## config.mk

```make
export PLATFORM = sky130hd
export DESIGN_NAME = rsa_engine_arbiter_flat
export DESIGN_NICKNAME = d
export VERILOG_FILES = /design/src/rtl/rsa_engine_arbiter_if.sv /design/src/rtl/rsa_engine_arbiter.sv /design/src/flat_wrapper.sv
export SDC_FILE = /design/constraint.sdc
export NUM_CORES = 1
export LEC_CHECK = 0
export BUFFER_PORTS_ARGS = -buffer_cell sky130_fd_sc_hd__buf_2
export CAP_MARGIN = 20
export CORE_AREA = 2 2 437 439
export CTS_CLUSTER_SIZE = 20
export DETAILED_ROUTE_END_ITERATION = 6
export DIE_AREA = 0 0 439 441
export GPL_TIMING_DRIVEN = 0
export SYNTH_ARGS = -nofsm -noshare
export SYNTH_HDL_FRONTEND = slang
export SYNTH_SLANG_ARGS = --single-unit
```

## constraint.sdc

```tcl
create_clock -name clk -period 2.83 [get_ports clk]
set_input_delay 0.849 -clock clk [delete_from_list [all_inputs] [get_ports clk]]
set_output_delay 0.849 -clock clk [all_outputs]
set_load 0.05 [all_outputs]
```

## src/rtl/rsa_engine_arbiter_if.sv

```systemverilog
// rsa_engine_arbiter_if: requester-side bus of the RSA engine arbiter.
// Carries the per-requester job request and result handshakes.
//   master : the requester cluster (drives jobs, accepts results)
//   slave  : the arbiter (accepts jobs, returns results)

interface rsa_engine_arbiter_if #(
    parameter int NUM_REQ = 4
);
    logic [NUM_REQ-1:0]    req_valid;
    logic [64*NUM_REQ-1:0] req_msg;
    logic [64*NUM_REQ-1:0] req_pri_key;
    logic [64*NUM_REQ-1:0] req_pub_key;
    logic [NUM_REQ-1:0]    req_ready;
    logic [NUM_REQ-1:0]    rsp_valid;
    logic [63:0]           rsp_data;
    logic                  rsp_err;
    logic [NUM_REQ-1:0]    rsp_ready;

    modport master (
        output req_valid,
        output req_msg,
        output req_pri_key,
        output req_pub_key,
        output rsp_ready,
        input  req_ready,
        input  rsp_valid,
        input  rsp_data,
        input  rsp_err
    );

    modport slave (
        input  req_valid,
        input  req_msg,
        input  req_pri_key,
        input  req_pub_key,
        input  rsp_ready,
        output req_ready,
        output rsp_valid,
        output rsp_data,
        output rsp_err
    );
endinterface

```

## src/rtl/rsa_engine_arbiter.sv

```systemverilog
// rsa_engine_arbiter: shares one RSA exponent/modulo engine between NUM_REQ
// requesters with round-robin arbitration. The winner's operands are latched,
// the engine gets a one-cycle start, and the result goes back to the winner.
// Optional engine watchdog: define RSA_ARB_TIMEOUT_EN to abort a job that has
// not completed within TIMEOUT_CYC cycles (eng_rst pulse, result with rsp_err).

module rsa_engine_arbiter #(
    parameter int NUM_REQ     = 4,
    parameter int PTR_W       = 2,
    parameter int TIMEOUT_CYC = 4096
) (
    input  logic                clk,
    input  logic                rst,
    rsa_engine_arbiter_if.slave req_bus,
    output logic                eng_start,
    output logic [63:0]         eng_msg,
    output logic [63:0]         eng_pri_key,
    output logic [63:0]         eng_pub_key,
    input  logic                eng_done,
    input  logic [63:0]         eng_val,
    output logic                eng_rst,
    output logic                busy
);

    // Elaboration-time guard against inconsistent parameter sets.
    if (NUM_REQ < 2 || NUM_REQ > 8 || PTR_W != $clog2(NUM_REQ) || TIMEOUT_CYC < 2) begin : g_bad_cfg
        $error("rsa_engine_arbiter: invalid NUM_REQ/PTR_W/TIMEOUT_CYC combination");
    end

    typedef enum logic [2:0] {
        ST_IDLE,
        ST_ISSUE,
        ST_WAIT,
`ifdef RSA_ARB_TIMEOUT_EN
        ST_ABORT,
`endif
        ST_RESP
    } state_t;

    state_t             state;
    logic [PTR_W-1:0]   rr_ptr;
    logic [PTR_W-1:0]   gnt_id;
    logic               grant_vld;
    logic [PTR_W-1:0]   grant_idx;
    logic [NUM_REQ-1:0] ready_vec;
    logic [NUM_REQ-1:0] rsp_valid_q;
    logic [63:0]        rsp_data_q;
    logic [63:0]        sel_msg;
    logic [63:0]        sel_pri_key;
    logic [63:0]        sel_pub_key;

`ifdef RSA_ARB_TIMEOUT_EN
    localparam int CNT_W = $clog2(TIMEOUT_CYC + 1);
    logic              rsp_err_q;
    logic              eng_rst_q;
    logic [CNT_W-1:0]  wd_cnt;
`endif

    // Requester index reached by stepping off positions past base, modulo NUM_REQ.
    function automatic logic [PTR_W-1:0] wrap_add(input logic [PTR_W-1:0] base, input int off);
        int sum;
        sum = int'(base) + off;
        if (sum >= NUM_REQ) begin
            sum = sum - NUM_REQ;
        end
        return PTR_W'(sum);
    endfunction

    function automatic logic [NUM_REQ-1:0] id_onehot(input logic [PTR_W-1:0] id);
        logic [NUM_REQ-1:0] vec;
        vec     = '0;
        vec[id] = 1'b1;
        return vec;
    endfunction

    // Round-robin pick: first valid requester at or after rr_ptr, wrapping.
    // Scanning from the far end lets the nearest candidate win last.
    always_comb begin
        grant_vld = 1'b0;
        grant_idx = '0;
        for (int k = NUM_REQ - 1; k >= 0; k--) begin
            if (req_bus.req_valid[wrap_add(rr_ptr, k)]) begin
                grant_vld = 1'b1;
                grant_idx = wrap_add(rr_ptr, k);
            end
        end
    end

    // Ready is offered only while idle and never while reset is asserted.
    always_comb begin
        ready_vec = '0;
        if (state == ST_IDLE && grant_vld && !rst) begin
            ready_vec = id_onehot(grant_idx);
        end
    end

    assign sel_msg     = req_bus.req_msg[64*int'(grant_idx) +: 64];
    assign sel_pri_key = req_bus.req_pri_key[64*int'(grant_idx) +: 64];
    assign sel_pub_key = req_bus.req_pub_key[64*int'(grant_idx) +: 64];

    assign req_bus.req_ready = ready_vec;
    assign req_bus.rsp_valid = rsp_valid_q;
    assign req_bus.rsp_data  = rsp_data_q;
    assign busy              = (state != ST_IDLE);

`ifdef RSA_ARB_TIMEOUT_EN
    assign req_bus.rsp_err = rsp_err_q;
    assign eng_rst         = eng_rst_q;
`else
    assign req_bus.rsp_err = 1'b0;
    assign eng_rst         = 1'b0;
`endif

    // Job sequencer: accept, issue start, wait for the engine, hold the result.
    always_ff @(posedge clk) begin
        if (rst) begin
            state       <= ST_IDLE;
            rr_ptr      <= '0;
            gnt_id      <= '0;
            eng_start   <= 1'b0;
            eng_msg     <= '0;
            eng_pri_key <= '0;
            eng_pub_key <= '0;
            rsp_valid_q <= '0;
            rsp_data_q  <= '0;
`ifdef RSA_ARB_TIMEOUT_EN
            rsp_err_q   <= 1'b0;
            eng_rst_q   <= 1'b0;
            wd_cnt      <= '0;
`endif
        end else begin
            case (state)
                ST_IDLE: begin
                    if (grant_vld) begin
                        eng_msg     <= sel_msg;
                        eng_pri_key <= sel_pri_key;
                        eng_pub_key <= sel_pub_key;
                        gnt_id      <= grant_idx;
                        rr_ptr      <= wrap_add(grant_idx, 1);
                        eng_start   <= 1'b1;
                        state       <= ST_ISSUE;
                    end
                end
                ST_ISSUE: begin
                    // A done coincident with start is not looked at here.
                    eng_start <= 1'b0;
`ifdef RSA_ARB_TIMEOUT_EN
                    wd_cnt    <= '0;
`endif
                    state     <= ST_WAIT;
                end
                ST_WAIT: begin
                    if (eng_done) begin
                        rsp_data_q  <= eng_val;
                        rsp_valid_q <= id_onehot(gnt_id);
`ifdef RSA_ARB_TIMEOUT_EN
                        rsp_err_q   <= 1'b0;
`endif
                        state       <= ST_RESP;
                    end
`ifdef RSA_ARB_TIMEOUT_EN
                    else if (wd_cnt == CNT_W'(TIMEOUT_CYC - 1)) begin
                        eng_rst_q <= 1'b1;
                        state     <= ST_ABORT;
                    end else begin
                        wd_cnt <= wd_cnt + 1'b1;
                    end
`endif
                end
`ifdef RSA_ARB_TIMEOUT_EN
                ST_ABORT: begin
                    // Engine is being reset; any done seen now is stale.
                    eng_rst_q   <= 1'b0;
                    rsp_data_q  <= '0;
                    rsp_err_q   <= 1'b1;
                    rsp_valid_q <= id_onehot(gnt_id);
                    state       <= ST_RESP;
                end
`endif
                ST_RESP: begin
                    if (req_bus.rsp_ready[gnt_id]) begin
                        rsp_valid_q <= '0;
                        state       <= ST_IDLE;
                    end
                end
                default: begin
                    state <= ST_IDLE;
                end
            endcase
        end
    end

endmodule
```

## src/flat_wrapper.sv

```systemverilog
// flat-port wrapper written by rule: the top's interface ports become plain ports
module rsa_engine_arbiter_flat 
#(
    parameter int NUM_REQ     = 4,
    parameter int PTR_W       = 2,
    parameter int TIMEOUT_CYC = 4096
)
  (clk, rst, eng_start, eng_msg, eng_pri_key, eng_pub_key, eng_done, eng_val, eng_rst, busy, req_bus_req_valid, req_bus_req_msg, req_bus_req_pri_key, req_bus_req_pub_key, req_bus_rsp_ready, req_bus_req_ready, req_bus_rsp_valid, req_bus_rsp_data, req_bus_rsp_err);
  rsa_engine_arbiter_if #(.NUM_REQ(NUM_REQ)) req_bus_i ();
  input  logic clk;
  input  logic rst;
  output logic eng_start;
  output logic [63:0] eng_msg;
  output logic [63:0] eng_pri_key;
  output logic [63:0] eng_pub_key;
  input  logic eng_done;
  input  logic [63:0] eng_val;
  output logic eng_rst;
  output logic busy;
  input wire logic [$bits(req_bus_i.req_valid)-1:0] req_bus_req_valid;
  input wire logic [$bits(req_bus_i.req_msg)-1:0] req_bus_req_msg;
  input wire logic [$bits(req_bus_i.req_pri_key)-1:0] req_bus_req_pri_key;
  input wire logic [$bits(req_bus_i.req_pub_key)-1:0] req_bus_req_pub_key;
  input wire logic [$bits(req_bus_i.rsp_ready)-1:0] req_bus_rsp_ready;
  output wire logic [$bits(req_bus_i.req_ready)-1:0] req_bus_req_ready;
  output wire logic [$bits(req_bus_i.rsp_valid)-1:0] req_bus_rsp_valid;
  output wire logic [$bits(req_bus_i.rsp_data)-1:0] req_bus_rsp_data;
  output wire logic [$bits(req_bus_i.rsp_err)-1:0] req_bus_rsp_err;
  assign req_bus_i.req_valid = req_bus_req_valid;
  assign req_bus_i.req_msg = req_bus_req_msg;
  assign req_bus_i.req_pri_key = req_bus_req_pri_key;
  assign req_bus_i.req_pub_key = req_bus_req_pub_key;
  assign req_bus_i.rsp_ready = req_bus_rsp_ready;
  assign req_bus_req_ready = req_bus_i.req_ready;
  assign req_bus_rsp_valid = req_bus_i.rsp_valid;
  assign req_bus_rsp_data = req_bus_i.rsp_data;
  assign req_bus_rsp_err = req_bus_i.rsp_err;
  rsa_engine_arbiter #(.NUM_REQ(NUM_REQ), .PTR_W(PTR_W), .TIMEOUT_CYC(TIMEOUT_CYC)) u_core (.clk(clk), .rst(rst), .req_bus(req_bus_i), .eng_start(eng_start), .eng_msg(eng_msg), .eng_pri_key(eng_pri_key), .eng_pub_key(eng_pub_key), .eng_done(eng_done), .eng_val(eng_val), .eng_rst(eng_rst), .busy(busy));
endmodule
```

# After elaboration in Yosys (flattened, before gate mapping)
# Cells that the tools add are included.
[classes]
shifts = 3
order_cmp = 13
n_mux = 37
addsub = 9
n_reduce_logical = 14
eq_ne = 6
[ops]
columns = ["op", "n"]
rows = [
  ["$shiftx A256 B9 Y64", 3],
  ["$lt A2 B3 Y1 const B", 6],
  ["$mux W2", 9],
  ["$ge A3 B3 Y1 const B", 4],
  ["$mux W1", 12],
  ["$mux W4", 3],
  ["$pmux W3 S4", 1],
  ["$bmux W1 S2", 5],
  ["$sub A2 B1 Y2 const B", 5],
  ["$mux W3", 3],
  ["$pmux W4 S2", 1],
  ["$add A2 B1 Y3 const B", 2],
  ["$add A2 B2 Y3 const B", 2],
  ["$eq A3 B2 Y1 const B", 2],
  ["$reduce_and A2 Y1", 3],
  ["$reduce_and A3 Y1", 2],
  ["$demux W1 S2", 2],
  ["$ge A2 B1 Y1 const B", 2],
  ["$logic_and A1 B1 Y1", 4],
  ["$ne A2 B1 Y1 const B", 2],
  ["$reduce_bool A2 Y1", 2],
  ["$eq A3 B1 Y1 const B", 1],
  ["$ge A2 B3 Y1 const B", 1],
  ["$logic_not A3 Y1", 1],
  ["other kinds (4)", 4],
]
[totals]
reg_bits = 268
out_inout_bits = 268
word_cells = 91
in_bits = 843

# Logic depth before layout (Yosys ltp)
[depth]
depth_word = 14
mapped_depth = 9

# Worst setup path after synthesis
# OpenSTA, ideal clock, no wires.
[synth_timing]
path_kind = "register -> output"
startpoint = "register u_core.state[0]"
endpoint = "output port req_bus_req_ready[2]"
slack_ns = -0.969
t_required_ns = 1.981
arrival_ns = 2.950
n_path_buf = 2
stages_incl_launch_ff = 9
path_cell_list = "dfxtp_1 > inv_1 > ha_1 > inv_1 > nor2_2 > clkbuf_1 > clkbuf_1 > nand2_1 > nor3_1"
[synth_between]
elab_chain_cells = 4
[synth_lines]
columns = ["element", "line_no", "rtl"]
rows = [
  ["start: declaration", "rsa_engine_arbiter.sv:40", "state_t state;"],
  ["start signal: assignment", "rsa_engine_arbiter.sv:117", "state <= ST_IDLE;"],
  ["start signal: assignment", "rsa_engine_arbiter.sv:141", "state <= ST_ISSUE;"],
  ["start signal: assignment", "rsa_engine_arbiter.sv:150", "state <= ST_WAIT;"],
  ["$logic_not A3 Y1", "rsa_engine_arbiter.sv:92", "if (state == ST_IDLE && grant_vld && !rst) begin"],
  ["$logic_and A1 B1 Y1 (2 in series)", "rsa_engine_arbiter.sv:92", ""],
  ["$mux W4", "rsa_engine_arbiter.sv:92", ""],
  ["end: declaration", "flat_wrapper.sv:25", "output wire logic [$bits(req_bus_i.req_ready)-1:0] req_bus_req_ready;"],
]
# No other way between the ends.

# Worst setup path in the final report
[layout_timing]
startpoint = "input port req_bus_req_valid[2]"
endpoint = "output port req_bus_req_ready[0]"
[layout_between]
elab_chain_cells = 11
[layout_lines]
columns = ["element", "line_no", "rtl"]
rows = [
  ["start: declaration", "flat_wrapper.sv:20", "input wire logic [$bits(req_bus_i.req_valid)-1:0] req_bus_req_valid;"],
  ["$bmux W1 S2", "rsa_engine_arbiter.sv:82", "if (req_bus.req_valid[wrap_add(rr_ptr, k)]) begin"],
  ["$mux W1 (not written as such)", "rsa_engine_arbiter.sv:82", ""],
  ["$mux W2 (4 in series)", "rsa_engine_arbiter.sv:82", ""],
  ["$lt A2 B3 Y1 (not written as such) or $ge A2 B1 Y1 (tied branches)", "rsa_engine_arbiter.sv:72", "vec[id] = 1'b1;"],
  ["$logic_and A1 B1 Y1 (not written as such)", "rsa_engine_arbiter.sv:72", ""],
  ["$mux W1 (not written as such)", "rsa_engine_arbiter.sv:72", ""],
  ["$demux W1 S2", "-", ""],
  ["$mux W4 *", "rsa_engine_arbiter.sv:92", ""],
]
# Mark *: on every way between the ends. The rest lies on a longest branch, timed or not. The select of a mux whose other input is x is not followed.

==> impl_metrics.json <==
{
  "synth_top_flop_cell": "sky130_fd_sc_hd__dfxtp_1",
  "cellPowerDensity_nw_per_um2": 1300,
  "grt_antenna_before_repair": 82,
  "netlist_area_um2": 14900,
  "viasPerCell": 3.70,
  "yosysSeqAreaShare": 0.358,
  "boundaryPins": 1111,
  "wl_per_cell_um": 29.9,
  "h-tree-depth": 2,
  "setup_violations": 61,
  "crit_required_ps": 1980,
  "final_hold_viol_count": 0,
  "grt-ovfl-total": 0,
  "max_cap_viol_count": 0,
  "total_power_mw": 33.7,
  "violations_in_the_final_reports": "negative setup slack",
  "synth_cell_types": 38,
  "std_cell_rows": 160,
  "violation_count_after_the_first_detailed_route_iteration": 1647,
  "hold-worst-slack_ps": 454,
  "cts_made_buffers": 39,
  "cellLeakagePower_nw": 11.4,
  "post-synth-top-area-fraction": 0.358,
  "critical_path.startpoint_type": "input port",
  "clock_tree.root_cell": "sky130_fd_sc_hd__clkbuf_16",
  "timing_worst_slew_pin_value_ps": 1090,
  "post-synth-top-area-cell": "sky130_fd_sc_hd__dfxtp_1",
  "cts_hold_buf": 0,
  "grt_max_degree": 29,
  "holdPathEnd": "u_core.req_bus.rsp_data[49]$_SDFFE_PP0P_",
  "synth_area_leaders": "sky130_fd_sc_hd__dfxtp_1 36%, sky130_fd_sc_hd__mux2i_1 13%, sky130_fd_sc_hd__o2bb2ai_1 11%",
  "final_layout_size_suffix_gt1_frac": 0.509,
  "ys_async_sr_fraction": 0,
  "hp-start": "u_core.req_bus.rsp_data[49]$_SDFFE_PP0P_",
  "port_buffers": 1107,
  "synth-seq-cells": 267,
  "outcome": "complete, but fails checks",
  "maxSlewViolCount": 0,
  "cts.clk_slew.worst_paths_ps": 60,
  "finalCriticalPeriod_ps": 3040,
  "avgSynthCellArea_um2": 8.98,
  "detail_route.wirelength_mm": 163,
  "dieArea_um2": 194000,
  "grt_pass1_vias": 19180,
  "grt_use_total": 0.159,
  "rr_endpoint": "u_core.eng_pri_key[13]$_SDFFE_PP0P_",
  "ctsLongestPathBuffers": 3,
  "effective_utilization_at_floorplan": 0.0789,
  "finalWeightedCongestion": 1.00,
  "r2r_setup_slack_ps": -130,
  "grt_setup_unrepaired": "yes",
  "end_kind": "output port",
  "final.fill_count": 21891,
  "vias": 20139,
  "final_min_period_over_clock_period": 1.07,
  "synthesis.yosys.warnings": 0,
  "tritoncts_num_sinks": 267,
  "ir_worst_vdd_mv": 0.576,
  "place_hpwl_mm": 141,
  "synth_edf_count": 0,
  "tritoncts": "done",
  "path_max_fanout": 5,
  "hold_path_depth": 2,
  "max_freq_mhz": 329,
  "fin_worst_skew_ps": 57.4,
  "postSynthCellCount": 1662,
  "design.core.area_um2": 189000,
  "worstReg2RegStart": "u_core.rr_ptr[0]$_SDFFE_PP0P_",
  "die_outline_height_um": 441,
  "clock_insertion_delay_worst_skew_ps": 630,
  "remaining_drc_errors": 0,
  "die_w_um": 439,
  "final_net_count": 3689,
  "worst-setup-path-type": "in2out",
  "count_of_nets_left_with_antenna_violations_after_detail_routing": 0,
  "grt_first_pass_wirelength_mm": 198,
  "first_pass_iters": 6,
  "layout_setup_ws_ps": -209,
  "worst_slew_margin_rel": 0.271,
  "areaGrowthSynthToFinish_pct": 74.1,
  "critPathArrivalTime_ps": 2190,
  "worst_hold_path_type": "reg2reg",
  "worst_r2r_path_depth": 7
}
layer usage:
metal / global-route usage / vias to the layer above / routed length [um]
li1: - / 8615 / -
met1: 0.179 / 9839 / 60900
met2: 0.258 / 1386 / 75600
met3: 0.0575 / 281 / 16400
met4: 0.0876 / 18 / 9690
met5: 0.0206 / - / 458
repair_timing:
action,CTS,global route
pin swaps,10,8
endpoints found under the setup margin,174,134
endpoints found under the hold margin,0,0
cloned,0,1
setup buffers,22,7
gates resized for setup,102,18
sequential cells by signal, indices dropped and copies added (netlist names):
name	count
u_core.eng_msg	64
u_core.req_bus.rsp_data	64
u_core.eng_pub_key	64
u_core.eng_pri_key	64
u_core.gnt_id	2
u_core.state	2
u_core.rr_ptr	2
u_core.req_bus.rsp_valid	4
u_core.eng_start	1
synth_stat cells (13+ instances only):
cell	instances
sky130_fd_sc_hd__clkbuf_1	104
sky130_fd_sc_hd__a211oi_2	127
sky130_fd_sc_hd__dfxtp_1	267
sky130_fd_sc_hd__buf_2	26
sky130_fd_sc_hd__buf_1	14
sky130_fd_sc_hd__mux2i_1	194
sky130_fd_sc_hd__a21oi_1	264
sky130_fd_sc_hd__a211oi_1	67
sky130_fd_sc_hd__buf_4	13
sky130_fd_sc_hd__nand2_1	328
sky130_fd_sc_hd__o2bb2ai_1	192
power by group:
| part | internal, mW | total, mW | switching [mW] |
|---|---|---|---|
| combinational | 5.81 | 22.1 | 16.2 |
| clock | 3.01 | 5.23 | 2.22 |
| sequential | 5.25 | 6.44 | 1.18 |
final cells by class:
type / instances / area (um^2) / share of cell area
buffer: 168 / 1060 / 0.0407
multi-input combinational: 1218 / 8940 / 0.344
antenna: 64 / 160 / 0.00617
clock inverter: 13 / 159 / 0.00612
sequential: 267 / 5350 / 0.206
tap: 2511 / 3140 / 0.121
timing repair buffer: 1144 / 6000 / 0.231
inverter: 4 / 17.5 / 0.000674
clock buffer: 55 / 1150 / 0.0442
worst max-delay path by stage:
stage	from	endpoint	depth (start not counted)
floorplan	req_bus_req_valid[2]	req_bus_req_ready[3]	7
global placement	req_bus_req_valid[0]	u_core.eng_pub_key[27]$_SDFFE_PP0P_	7
detailed placement	req_bus_req_valid[0]	req_bus_req_ready[3]	8
CTS	u_core.state[1]$_SDFFE_PP0P_	req_bus_req_ready[3]	9
global route	u_core.rr_ptr[1]$_SDFFE_PP0P_	req_bus_req_ready[3]	6
finish	req_bus_req_valid[2]	req_bus_req_ready[0]	7
through the flow:
stage / instances / utilization / area [um^2] / setup slack (ps) / setup TNS, ps
after floorplan: 1663 / - / 15000 / -192 / -494
after global routing: 5410 / 0.137 / 25900 / -267 / -10280
after CTS: 5374 / 0.136 / 25700 / -314 / -2070
after detailed placement: 5288 / 0.126 / 23800 / -1460 / -176210
after global placement: 5281 / 0.125 / 23700 / -2100 / -331290
final: 5444 / 0.137 / 26000 / -209 / -4120
worst max-delay path, stage by stage:
cell and delay (ps):
sky130_fd_sc_hd__buf_12 110, sky130_fd_sc_hd__nor2b_1 160, sky130_fd_sc_hd__a311oi_4 420, sky130_fd_sc_hd__o21ai_4 110
sky130_fd_sc_hd__buf_8 160, sky130_fd_sc_hd__nor3_4 170, sky130_fd_sc_hd__buf_6 190
logic make-up after synthesis:
group,count (synthesis),synth area share
muxes,195,0.132
adders and majority gates,4,0.00335
DFF,267,0.358
and+or+nand+nor,359,0.0942
xor gates and xnor gates,1,0.000587
buffers and inverters,178,0.0660
other,1,0.000251
AOI/OAI and AO/OA,657,0.346
cell usage in the layout (no fill, tap or decap), drive strengths merged, types with 4 or more instances in the layout:
master	n
buf	1209
nand2	328
dfxtp	267
a21oi	264
mux2i	194
a211oi	194
o2bb2ai	192
clkbuf	157
diode	64
nor2	12
clkinv	10
nor3	5
inv	5
nand2b	4
ha	4
Note: power is estimated with default switching activity, not from simulation.
